$ cat config.mk
export PLATFORM = sky130hd
export DESIGN_NAME = sram_port_arbiter_flat
export DESIGN_NICKNAME = d
export VERILOG_FILES = /design/src/rtl/sram_port_arbiter_pkg.sv /design/src/rtl/sram_port_arbiter_if.sv /design/src/rtl/sram_port_arbiter_id_fifo.sv /design/src/rtl/sram_port_arbiter.sv /design/src/flat_wrapper.sv
export SDC_FILE = /design/constraint.sdc
export NUM_CORES = 1
export LEC_CHECK = 0
export BUFFER_PORTS_ARGS = -buffer_cell sky130_fd_sc_hd__buf_2
export CORE_AREA = 2 2 125 127
export CTS_CLUSTER_SIZE = 40
export DETAILED_ROUTE_END_ITERATION = 6
export DIE_AREA = 0 0 127 129
export SYNTH_ARGS = -nofsm -noshare
export SYNTH_HDL_FRONTEND = slang
export SYNTH_SLANG_ARGS = --single-unit
$ cat constraint.sdc
create_clock -name clk -period 3.9 [get_ports clk]
set_input_delay 0.39 -clock clk [delete_from_list [all_inputs] [get_ports clk]]
set_output_delay 0.39 -clock clk [all_outputs]
set_load 0.05 [all_outputs]
$ cat src/rtl/sram_port_arbiter_pkg.sv
// rtl/sram_port_arbiter_pkg.sv - shared source IDs, size encodings and grant states
package sram_port_arbiter_pkg;

    localparam logic SRC_INST = 1'b0;
    localparam logic SRC_DATA = 1'b1;

    typedef enum logic [1:0] {
        SIZE_BYTE = 2'b00,
        SIZE_HALF = 2'b01,
        SIZE_WORD = 2'b10
    } size_e;

    typedef enum logic [1:0] {
        IDLE   = 2'd0,
        LOCK_I = 2'd1,
        LOCK_D = 2'd2
    } grant_state_e;

endpackage

$ cat src/rtl/sram_port_arbiter_if.sv
// rtl/sram_port_arbiter_if.sv - SRAM-like req/addr_ok/data_ok port bundle
interface sram_port_arbiter_if
    import sram_port_arbiter_pkg::*;
#(
    parameter int ADDR_W = 32,
    parameter int DATA_W = 32
) ();

    logic                req;
    logic                wr;
    size_e               size;
    logic [DATA_W/8-1:0] wstrb;
    logic [ADDR_W-1:0]   addr;
    logic [DATA_W-1:0]   wdata;
    logic                addr_ok;
    logic                data_ok;
    logic [DATA_W-1:0]   rdata;

    modport master (
        output req, wr, size, wstrb, addr, wdata,
        input  addr_ok, data_ok, rdata
    );

    modport slave (
        input  req, wr, size, wstrb, addr, wdata,
        output addr_ok, data_ok, rdata
    );

endinterface

$ cat src/rtl/sram_port_arbiter_id_fifo.sv
// rtl/sram_port_arbiter_id_fifo.sv - in-order source-ID FIFO for outstanding transactions
module id_fifo #(
    parameter int DEPTH = 2,
    parameter int WIDTH = 1
) (
    input  logic             clk,
    input  logic             reset,
    input  logic             push,
    input  logic             pop,
    input  logic [WIDTH-1:0] din,
    output logic [WIDTH-1:0] dout,
    output logic             full,
    output logic             empty
);

    localparam int PTR_W = (DEPTH > 1) ? $clog2(DEPTH) : 1;
    localparam int CNT_W = $clog2(DEPTH + 1);

    logic [WIDTH-1:0] mem [DEPTH];
    logic [PTR_W-1:0] rd_ptr;
    logic [PTR_W-1:0] wr_ptr;
    logic [CNT_W-1:0] count;
    logic             do_push;
    logic             do_pop;

    function automatic logic [PTR_W-1:0] next_ptr(input logic [PTR_W-1:0] ptr);
        return (ptr == PTR_W'(DEPTH - 1)) ? '0 : ptr + PTR_W'(1);
    endfunction

    // full comes straight off the count register, so a pop never unblocks a push combinationally upstream
    assign full    = (count == CNT_W'(DEPTH));
    assign empty   = (count == '0);
    assign do_pop  = pop && !empty;
    assign do_push = push && (!full || do_pop);
    assign dout    = mem[rd_ptr];

    always_ff @(posedge clk) begin
        if (reset) begin
            rd_ptr <= '0;
            wr_ptr <= '0;
            count  <= '0;
        end else begin
            if (do_push) wr_ptr <= next_ptr(wr_ptr);
            if (do_pop)  rd_ptr <= next_ptr(rd_ptr);
            case ({do_push, do_pop})
                2'b10:   count <= count + CNT_W'(1);
                2'b01:   count <= count - CNT_W'(1);
                default: count <= count;
            endcase
        end
    end

    always_ff @(posedge clk) begin
        if (do_push) mem[wr_ptr] <= din;
    end

endmodule

$ cat src/rtl/sram_port_arbiter.sv
// rtl/sram_port_arbiter.sv - fixed-priority sharing of one SRAM-like port between fetch and data sides
module sram_port_arbiter
    import sram_port_arbiter_pkg::*;
#(
    parameter int MAX_OUTST = 2,
    parameter int ADDR_W    = 32,
    parameter int DATA_W    = 32
) (
    input  logic                clk,
    input  logic                reset,
    sram_port_arbiter_if.slave  inst,
    sram_port_arbiter_if.slave  data,
    sram_port_arbiter_if.master mem
);

    grant_state_e        state;
    logic                grant_src;
    logic                sel_req;
    logic                sel_wr;
    size_e               sel_size;
    logic [DATA_W/8-1:0] sel_wstrb;
    logic [ADDR_W-1:0]   sel_addr;
    logic [DATA_W-1:0]   sel_wdata;
    logic                issue;
    logic                accept;
    logic                fifo_full;
    logic                fifo_empty;
    logic                head_src;
    logic                resp_ok;

    // A locked grant holds the mux until addr_ok; in IDLE the data side wins
    always_comb begin
        case (state)
            LOCK_I:  grant_src = SRC_INST;
            LOCK_D:  grant_src = SRC_DATA;
            default: grant_src = data.req ? SRC_DATA : SRC_INST;
        endcase
    end

    always_comb begin
        if (grant_src == SRC_DATA) begin
            sel_req   = data.req;
            sel_wr    = data.wr;
            sel_size  = data.size;
            sel_wstrb = data.wstrb;
            sel_addr  = data.addr;
            sel_wdata = data.wdata;
        end else begin
            sel_req   = inst.req;
            sel_wr    = inst.wr;
            sel_size  = inst.size;
            sel_wstrb = inst.wstrb;
            sel_addr  = inst.addr;
            sel_wdata = inst.wdata;
        end
    end

    assign issue  = sel_req && !fifo_full && !reset;
    assign accept = issue && mem.addr_ok;

    assign mem.req   = issue;
    assign mem.wr    = sel_wr;
    assign mem.size  = sel_size;
    assign mem.wstrb = sel_wstrb;
    assign mem.addr  = sel_addr;
    assign mem.wdata = sel_wdata;

    assign inst.addr_ok = accept && (grant_src == SRC_INST);
    assign data.addr_ok = accept && (grant_src == SRC_DATA);

    // A response with nothing outstanding is dropped rather than routed
    assign resp_ok      = mem.data_ok && !fifo_empty && !reset;
    assign inst.data_ok = resp_ok && (head_src == SRC_INST);
    assign data.data_ok = resp_ok && (head_src == SRC_DATA);
    assign inst.rdata   = mem.rdata;
    assign data.rdata   = mem.rdata;

    always_ff @(posedge clk) begin
        if (reset) begin
            state <= IDLE;
        end else if (!fifo_full) begin
            case (state)
                IDLE: begin
                    if (sel_req && !accept)
                        state <= (grant_src == SRC_DATA) ? LOCK_D : LOCK_I;
                end
                LOCK_I, LOCK_D: begin
                    if (accept) state <= IDLE;
                end
                default: state <= IDLE;
            endcase
        end
    end

    id_fifo #(
        .DEPTH (MAX_OUTST),
        .WIDTH (1)
    ) u_id_fifo (
        .clk   (clk),
        .reset (reset),
        .push  (accept),
        .pop   (mem.data_ok),
        .din   (grant_src),
        .dout  (head_src),
        .full  (fifo_full),
        .empty (fifo_empty)
    );

endmodule

$ cat src/flat_wrapper.sv
// flat-port wrapper written by rule: the top's interface ports become plain ports
module sram_port_arbiter_flat import sram_port_arbiter_pkg::*;
#(
    parameter int MAX_OUTST = 2,
    parameter int ADDR_W    = 32,
    parameter int DATA_W    = 32
)
  (clk, reset, inst_req, inst_wr, inst_size, inst_wstrb, inst_addr, inst_wdata, inst_addr_ok, inst_data_ok, inst_rdata, data_req, data_wr, data_size, data_wstrb, data_addr, data_wdata, data_addr_ok, data_data_ok, data_rdata, mem_req, mem_wr, mem_size, mem_wstrb, mem_addr, mem_wdata, mem_addr_ok, mem_data_ok, mem_rdata);
  sram_port_arbiter_if #(.ADDR_W(ADDR_W), .DATA_W(DATA_W)) inst_i ();
  sram_port_arbiter_if #(.ADDR_W(ADDR_W), .DATA_W(DATA_W)) data_i ();
  sram_port_arbiter_if #(.ADDR_W(ADDR_W), .DATA_W(DATA_W)) mem_i ();
  input  logic clk;
  input  logic reset;
  input wire logic [$bits(inst_i.req)-1:0] inst_req;
  input wire logic [$bits(inst_i.wr)-1:0] inst_wr;
  input wire logic [$bits(inst_i.size)-1:0] inst_size;
  input wire logic [$bits(inst_i.wstrb)-1:0] inst_wstrb;
  input wire logic [$bits(inst_i.addr)-1:0] inst_addr;
  input wire logic [$bits(inst_i.wdata)-1:0] inst_wdata;
  output wire logic [$bits(inst_i.addr_ok)-1:0] inst_addr_ok;
  output wire logic [$bits(inst_i.data_ok)-1:0] inst_data_ok;
  output wire logic [$bits(inst_i.rdata)-1:0] inst_rdata;
  input wire logic [$bits(data_i.req)-1:0] data_req;
  input wire logic [$bits(data_i.wr)-1:0] data_wr;
  input wire logic [$bits(data_i.size)-1:0] data_size;
  input wire logic [$bits(data_i.wstrb)-1:0] data_wstrb;
  input wire logic [$bits(data_i.addr)-1:0] data_addr;
  input wire logic [$bits(data_i.wdata)-1:0] data_wdata;
  output wire logic [$bits(data_i.addr_ok)-1:0] data_addr_ok;
  output wire logic [$bits(data_i.data_ok)-1:0] data_data_ok;
  output wire logic [$bits(data_i.rdata)-1:0] data_rdata;
  output wire logic [$bits(mem_i.req)-1:0] mem_req;
  output wire logic [$bits(mem_i.wr)-1:0] mem_wr;
  output wire logic [$bits(mem_i.size)-1:0] mem_size;
  output wire logic [$bits(mem_i.wstrb)-1:0] mem_wstrb;
  output wire logic [$bits(mem_i.addr)-1:0] mem_addr;
  output wire logic [$bits(mem_i.wdata)-1:0] mem_wdata;
  input wire logic [$bits(mem_i.addr_ok)-1:0] mem_addr_ok;
  input wire logic [$bits(mem_i.data_ok)-1:0] mem_data_ok;
  input wire logic [$bits(mem_i.rdata)-1:0] mem_rdata;
  assign inst_i.req = inst_req;
  assign inst_i.wr = inst_wr;
  assign inst_i.size = inst_size;
  assign inst_i.wstrb = inst_wstrb;
  assign inst_i.addr = inst_addr;
  assign inst_i.wdata = inst_wdata;
  assign inst_addr_ok = inst_i.addr_ok;
  assign inst_data_ok = inst_i.data_ok;
  assign inst_rdata = inst_i.rdata;
  assign data_i.req = data_req;
  assign data_i.wr = data_wr;
  assign data_i.size = data_size;
  assign data_i.wstrb = data_wstrb;
  assign data_i.addr = data_addr;
  assign data_i.wdata = data_wdata;
  assign data_addr_ok = data_i.addr_ok;
  assign data_data_ok = data_i.data_ok;
  assign data_rdata = data_i.rdata;
  assign mem_req = mem_i.req;
  assign mem_wr = mem_i.wr;
  assign mem_size = mem_i.size;
  assign mem_wstrb = mem_i.wstrb;
  assign mem_addr = mem_i.addr;
  assign mem_wdata = mem_i.wdata;
  assign mem_i.addr_ok = mem_addr_ok;
  assign mem_i.data_ok = mem_data_ok;
  assign mem_i.rdata = mem_rdata;
  sram_port_arbiter #(.MAX_OUTST(MAX_OUTST), .ADDR_W(ADDR_W), .DATA_W(DATA_W)) u_core (.clk(clk), .reset(reset), .inst(inst_i), .data(data_i), .mem(mem_i));
endmodule
# Yosys cells after proc, flatten, opt, wreduce, memory -nomap -nowiden
# Memory sizes are Yosys's and may differ from the RTL's. A register that Yosys moved wholly into a read port is not among the register bits.
# Index checks and enable logic that the tools add are counted.
word_totals:
  regBits: 6
  ram_bits: 2
  elab_cells: 59
  memories: 1
op_classes:
  add_sub_neg: 4
  eq_ne: 7
  muxes: 19
  bitwise: 3
  reduce_logical: 21
mem_list:
  columns: ["name", "depth", "word_bits", "read_ports", "rd_clocked_by_memory_dff", "wr", "line_no", "rtl"]
  rows:
  - ["u_core.u_id_fifo.mem", 2, 1, 1, 1, 1, "sram_port_arbiter_id_fifo.sv:19", "logic [WIDTH-1:0] mem [DEPTH];"]
ops:
  columns: ["op", "count"]
  rows:
  - ["$mux W32", 2]
  - ["$logic_and A1 B1 Y1", 11]
  - ["$mux W1", 9]
  - ["$mux W2", 4]
  - ["$pmux W2 S2", 2]
  - ["$eq A2 B2 Y1 const B", 3]
  - ["$eq A2 B1 Y1 const B", 2]
  - ["$logic_not A1 Y1", 4]
  - ["$logic_not A2 Y1", 2]
  - ["$mux W4", 1]
  - ["$ne A2 B1 Y1 const B", 2]
  - ["$not A1 Y1", 3]
  - ["$reduce_and A3 Y1", 1]
  - ["$add A1 B1 Y1 const B", 2]
  - ["$add A2 B1 Y2 const B", 1]
  - ["$pmux W1 S2", 1]
  - ["$reduce_bool A2 Y1", 1]
  - ["$reduce_or A2 Y1", 1]
  - ["$sub A2 B1 Y2 const B", 1]
  - ["$logic_or A1 B1 Y1", 1]

# Longest topological paths before layout
logic_depth:
  ltp_word: 10
  depth_mapped: 9

# Hierarchy
# From an unflattened synthesis, not the netlist that was laid out.
hier_totals:
  hier_cells: 352
  area_unflattened_um2: 1911.8
modules_own_cells:
  columns: ["module", "n_inst", "cells_each", "area_each_um2", "seq_area_each_um2"]
  rows:
  - ["sram_port_arbiter", 1, 322, 1587.8, 40.0]
  - ["id_fifo", 1, 30, 324.1, 160.2]

# Least setup slack after synthesis
# OpenSTA, ideal clock, no wires.
synth_timing:
  path_kind: "reg2out"
  startpoint: "register u_core.state[0]"
  endpoint: "output port data_addr_ok"
  arrival_ps: 2906
  required_ps: 3510
  path_slack_ps: 604
  stages_incl_launch_ff: 7
  path_buffers: 0
  path_cell_list: "dfxtp_1 > inv_1 > ha_1 > mux2i_1 > a2111oi_2 > nand2_1 > nor2_1"
synth_between:
  elab_chain_len: 7
  word_cells_on_any_way: 8
  classes_between: "eq/ne (2); mux (2); reduce/logical (4)"
synth_lines:
  columns: ["item", "line_no", "rtl"]
  rows:
  - ["start, declared", "sram_port_arbiter.sv:16", "grant_state_e state;"]
  - ["start signal, assigned", "sram_port_arbiter.sv:85", "state <= (grant_src == SRC_DATA) ? LOCK_D : LOCK_I;"]
  - ["$eq A2 B2 Y1 or $eq A2 B1 Y1 (tied branches)", "sram_port_arbiter.sv:33", "case (state)"]
  - ["$pmux W1 S2 (*)", "sram_port_arbiter.sv:33", null]
  - ["$mux W1 (*)", "sram_port_arbiter.sv:41", "if (grant_src == SRC_DATA) begin"]
  - ["$logic_and A1 B1 Y1 (*) (2 in series)", "sram_port_arbiter.sv:58", "assign issue = sel_req && !fifo_full && !reset;"]
  - ["via mem_req", "flat_wrapper.sv:32", "output wire logic [$bits(mem_i.req)-1:0] mem_req;"]
  - ["$logic_and A1 B1 Y1 (*)", "sram_port_arbiter.sv:59", "assign accept = issue && mem.addr_ok;"]
  - ["$logic_and A1 B1 Y1 (*)", "sram_port_arbiter.sv:69", "assign data.addr_ok = accept && (grant_src == SRC_DATA);"]
  - ["end, declared", "flat_wrapper.sv:29", "output wire logic [$bits(data_i.addr_ok)-1:0] data_addr_ok;"]
# Mark *: on every way through the listed nets, which the timed path passes. The rest lies on a longest branch.

# Worst setup path in the final report
layout_timing:
  startpoint: "register u_core.state[0]"
  endpoint: "output port mem_addr[7]"
layout_between:
  elab_chain_len: 3
  word_cells_on_any_way: 4
  classes_between: "eq/ne (2); mux (2)"
layout_lines:
  columns: ["item", "line_no", "rtl"]
  rows:
  - ["$eq A2 B2 Y1 or $eq A2 B1 Y1 (tied branches)", "sram_port_arbiter.sv:33", null]
  - ["$pmux W1 S2 (*)", "sram_port_arbiter.sv:33", null]
  - ["$mux W32 (*)", "sram_port_arbiter.sv:41", null]
  - ["end, declared", "flat_wrapper.sv:36", "output wire logic [$bits(mem_i.addr)-1:0] mem_addr;"]
# Mark *: on every way between the ends. The rest lies on a longest branch, timed or not.

==> results.py <==
metrics = {
    "status": {
        "outcome": "completed",
    },
    "clock_network": {
        "ctsLongestPathBuffers": 2,
        "cts_resized": 0,
        "cts.sinks": 9,
        "hold_buffers": 0,
        "cts_tree": "yes",
        "cts_root_buf": "clkbuf_16",
        "cts_buffers": 3,
        "clkTransAtPathRegs_ns": 0.04,
        "post_cts_buffers": 0,
        "insertion_delay_ns": 0.23,
        "htree_levels": 1,
    },
    "finish": {
        "areaGrowthSynthToFinish_pct": 50.0,
        "fillers": 1757,
        "diodes": 0,
        "final_cell_mix": "buf_2 (223), nand2_1 (214), nor2_1 (8)",
        "layout.nets": 677,
        "drive_gt1_share_pct": 46.9,
        "final_common_cell": "buf_2",
    },
    "worst_setup_path": {
        "crit_path_end_kind": "output pin",
        "crit_type": "reg -> out",
        "cp_data_required_time_ns": 3.51,
        "slowest_stage": "inv_2",
        "slowest_delay_ns": 0.57,
        "crit_top_cell": "nand2_1",
        "reg2reg_slack_ns": 1.52,
        "cp.arrival_ns": 2.68,
        "cp-start-kind": "flop",
        "path_max_fanout": 47,
        "crit_chain": "inv_1, ha_1, mux2i_4, inv_2, buf_4, nand2_1, nand2_1, buf_2",
    },
    "placed_design": {
        "dp_slack_ns": 1.05,
        "portBuffers": 223,
        "gp_congestion": 0.754,
        "hpwl_mm": 5.62,
    },
    "pwr": {
        "ir_worst_vdd_v": 0.000349,
        "p_per_area_nw_per_um2": 966,
        "p_leak_nw": 1.76,
    },
    "floorplan": {
        "rows": 45,
        "die-width_um": 127,
        "chipHeight_um": 129,
        "core-area_um2": 15000,
        "ios": 320,
        "initial_core_util_pct": 12.2,
        "dieArea_um2": 16400,
    },
    "synthesis": {
        "syn_nets": 528,
        "avgSynthCellArea_um2": 5.30,
        "seq_area_frac_synth_pct": 11.0,
        "yosys_warnings": 0,
        "synth-edff-count": 2,
        "syn_area_um2": 1830,
        "ys_types": 28,
        "synthArstFlopShare_pct": 0,
        "synth_ff_type": "dfxtp_1",
        "ys_ff_latch": 9,
        "synthCells": 345,
    },
    "timing": {
        "slew_headroom_pct": 47.6,
        "setup_viol": 0,
        "finalCriticalPeriod_ns": 3.07,
        "hold_viol_final": 0,
        "max_freq_ghz": 0.326,
        "finClkSkew_ns": 0.000375,
        "setup_slack_ns": 0.831,
        "fin_crit_sh_pct": 78.7,
        "setup_tns_ns": 0,
        "worst_slew_pin_slew_ns": 0.787,
        "rsz0062_at_grt": "no",
        "slew_viol_final": 0,
    },
    "drt": {
        "wl_mm": 6.83,
        "drc": 0,
        "drtIter0Drc": 170,
        "viasPerCell": 3.57,
        "avgRoutedWirePerCell_um": 10.0,
        "vias": 2429,
        "ant_nets": 0,
        "first_pass_iters": 4,
    },
    "grt": {
        "grt_max_degree": 74,
        "grt_pass1_vias": 1992,
        "antenna_found_initial": 1,
        "grt.total_usage_pct": 7.08,
        "grt_pass1_wl_mm": 9.54,
        "grt_overflow_total": 0,
    },
    "min_path": {
        "holdCritPathClass": "in -> reg",
    },
    "run": {
        "maxCapViolations": 0,
    },
}
==> worst max-delay path, delay by kind of cell (launching register included) <==
kind,cells,cell delay (ns)
buf+inv,4,1.29
mux,1,0.23
flops,1,0.30
simple gates,2,0.19
fa+ha+maj,1,0.39
==> cell families after synthesis <==
kind of cell	Yosys count	share of synthesized area (%)
simple gates	231	48.7
buf+inv	86	30.8
compound gates	9	3.97
flops	9	11.0
xor+xnor	4	1.92
mux	3	1.64
fa+ha+maj	3	2.05
==> stage by stage <==
| stage | power, mW | utilization [%] | cells | hold WS (ns) | instance area, um^2 |
|---|---|---|---|---|---|
| 5_1_grt | 2.82 | 18.3 | 681 | 0.506 | 2740 |
| 4_1_cts | 2.67 | 18.3 | 681 | 0.490 | 2740 |
| 6_report | 2.65 | 18.3 | 681 | 0.486 | 2740 |
| 3_3_place_gp | 2.48 | 17.8 | 677 | 0.485 | 2660 |
| 3_5_place_dp | 2.49 | 17.8 | 677 | 0.490 | 2660 |
| 2_1_floorplan | 2.14 | - | 345 | 0.463 | 1830 |
==> cell usage after synthesis (2+ instances only) <==
cell type | number | area, um^2
o21ai_0 | 2 | 10.0
ha_1 | 3 | 37.5
nor3_1 | 2 | 10.0
nor2_1 | 8 | 30.0
clkbuf_1 | 14 | 52.6
o32ai_1 | 2 | 17.5
mux2i_1 | 3 | 30.0
buf_4 | 64 | 480
xnor2_1 | 2 | 17.5
nand2_1 | 214 | 803
nor2b_1 | 2 | 12.5
buf_1 | 3 | 11.3
edfxtp_1 | 2 | 60.1
inv_1 | 3 | 11.3
xor2_1 | 2 | 17.5
dfxtp_1 | 7 | 140
==> area by class of cell <==
type                       count  area (um^2)  share of cell area [%]
timing repair buffer         225         1130                    41.3
multi-input combinational    250         1080                    39.3
tap                          188          235                    8.58
sequential                     9          200                    7.30
clock buffer                   4         78.8                    2.88
inverter                       5         18.8                   0.685
==> report_power, final <==
group	switching, mW	internal, mW	leakage [nW]
Clock	0.0424	0.136	0.0382
Sequential	0.0173	0.128	0.0758
Combinational	1.81	0.514	1.64
==> final timing paths <==
kind	from	depth (start not counted)	endpoint
worst max-delay path	u_core.state[0]$_SDFFE_PP0P_	8	mem_addr[7]
worst min-delay path	reset	2	u_core.u_id_fifo.count[0]$_SDFFE_PP0P_
worst max register to register	u_core.state[0]$_SDFFE_PP0P_	8	u_core.u_id_fifo.count[1]$_SDFFE_PP0P_
worst min register to register	u_core.u_id_fifo.count[1]$_SDFFE_PP0P_	2	u_core.u_id_fifo.count[1]$_SDFFE_PP0P_
==> routing by layer <==
metal	part of all wire [%]	routed length [um]	vias to the layer above	global-route usage, %
met1	42	2890	983	9.38
met4	1.5	103	0	1.94
li1	-	-	1279	-
met3	9.9	679	16	2.37
met5	0	0	-	0
met2	46	3150	151	11.0
Note: power is estimated with default switching activity, not from simulation.
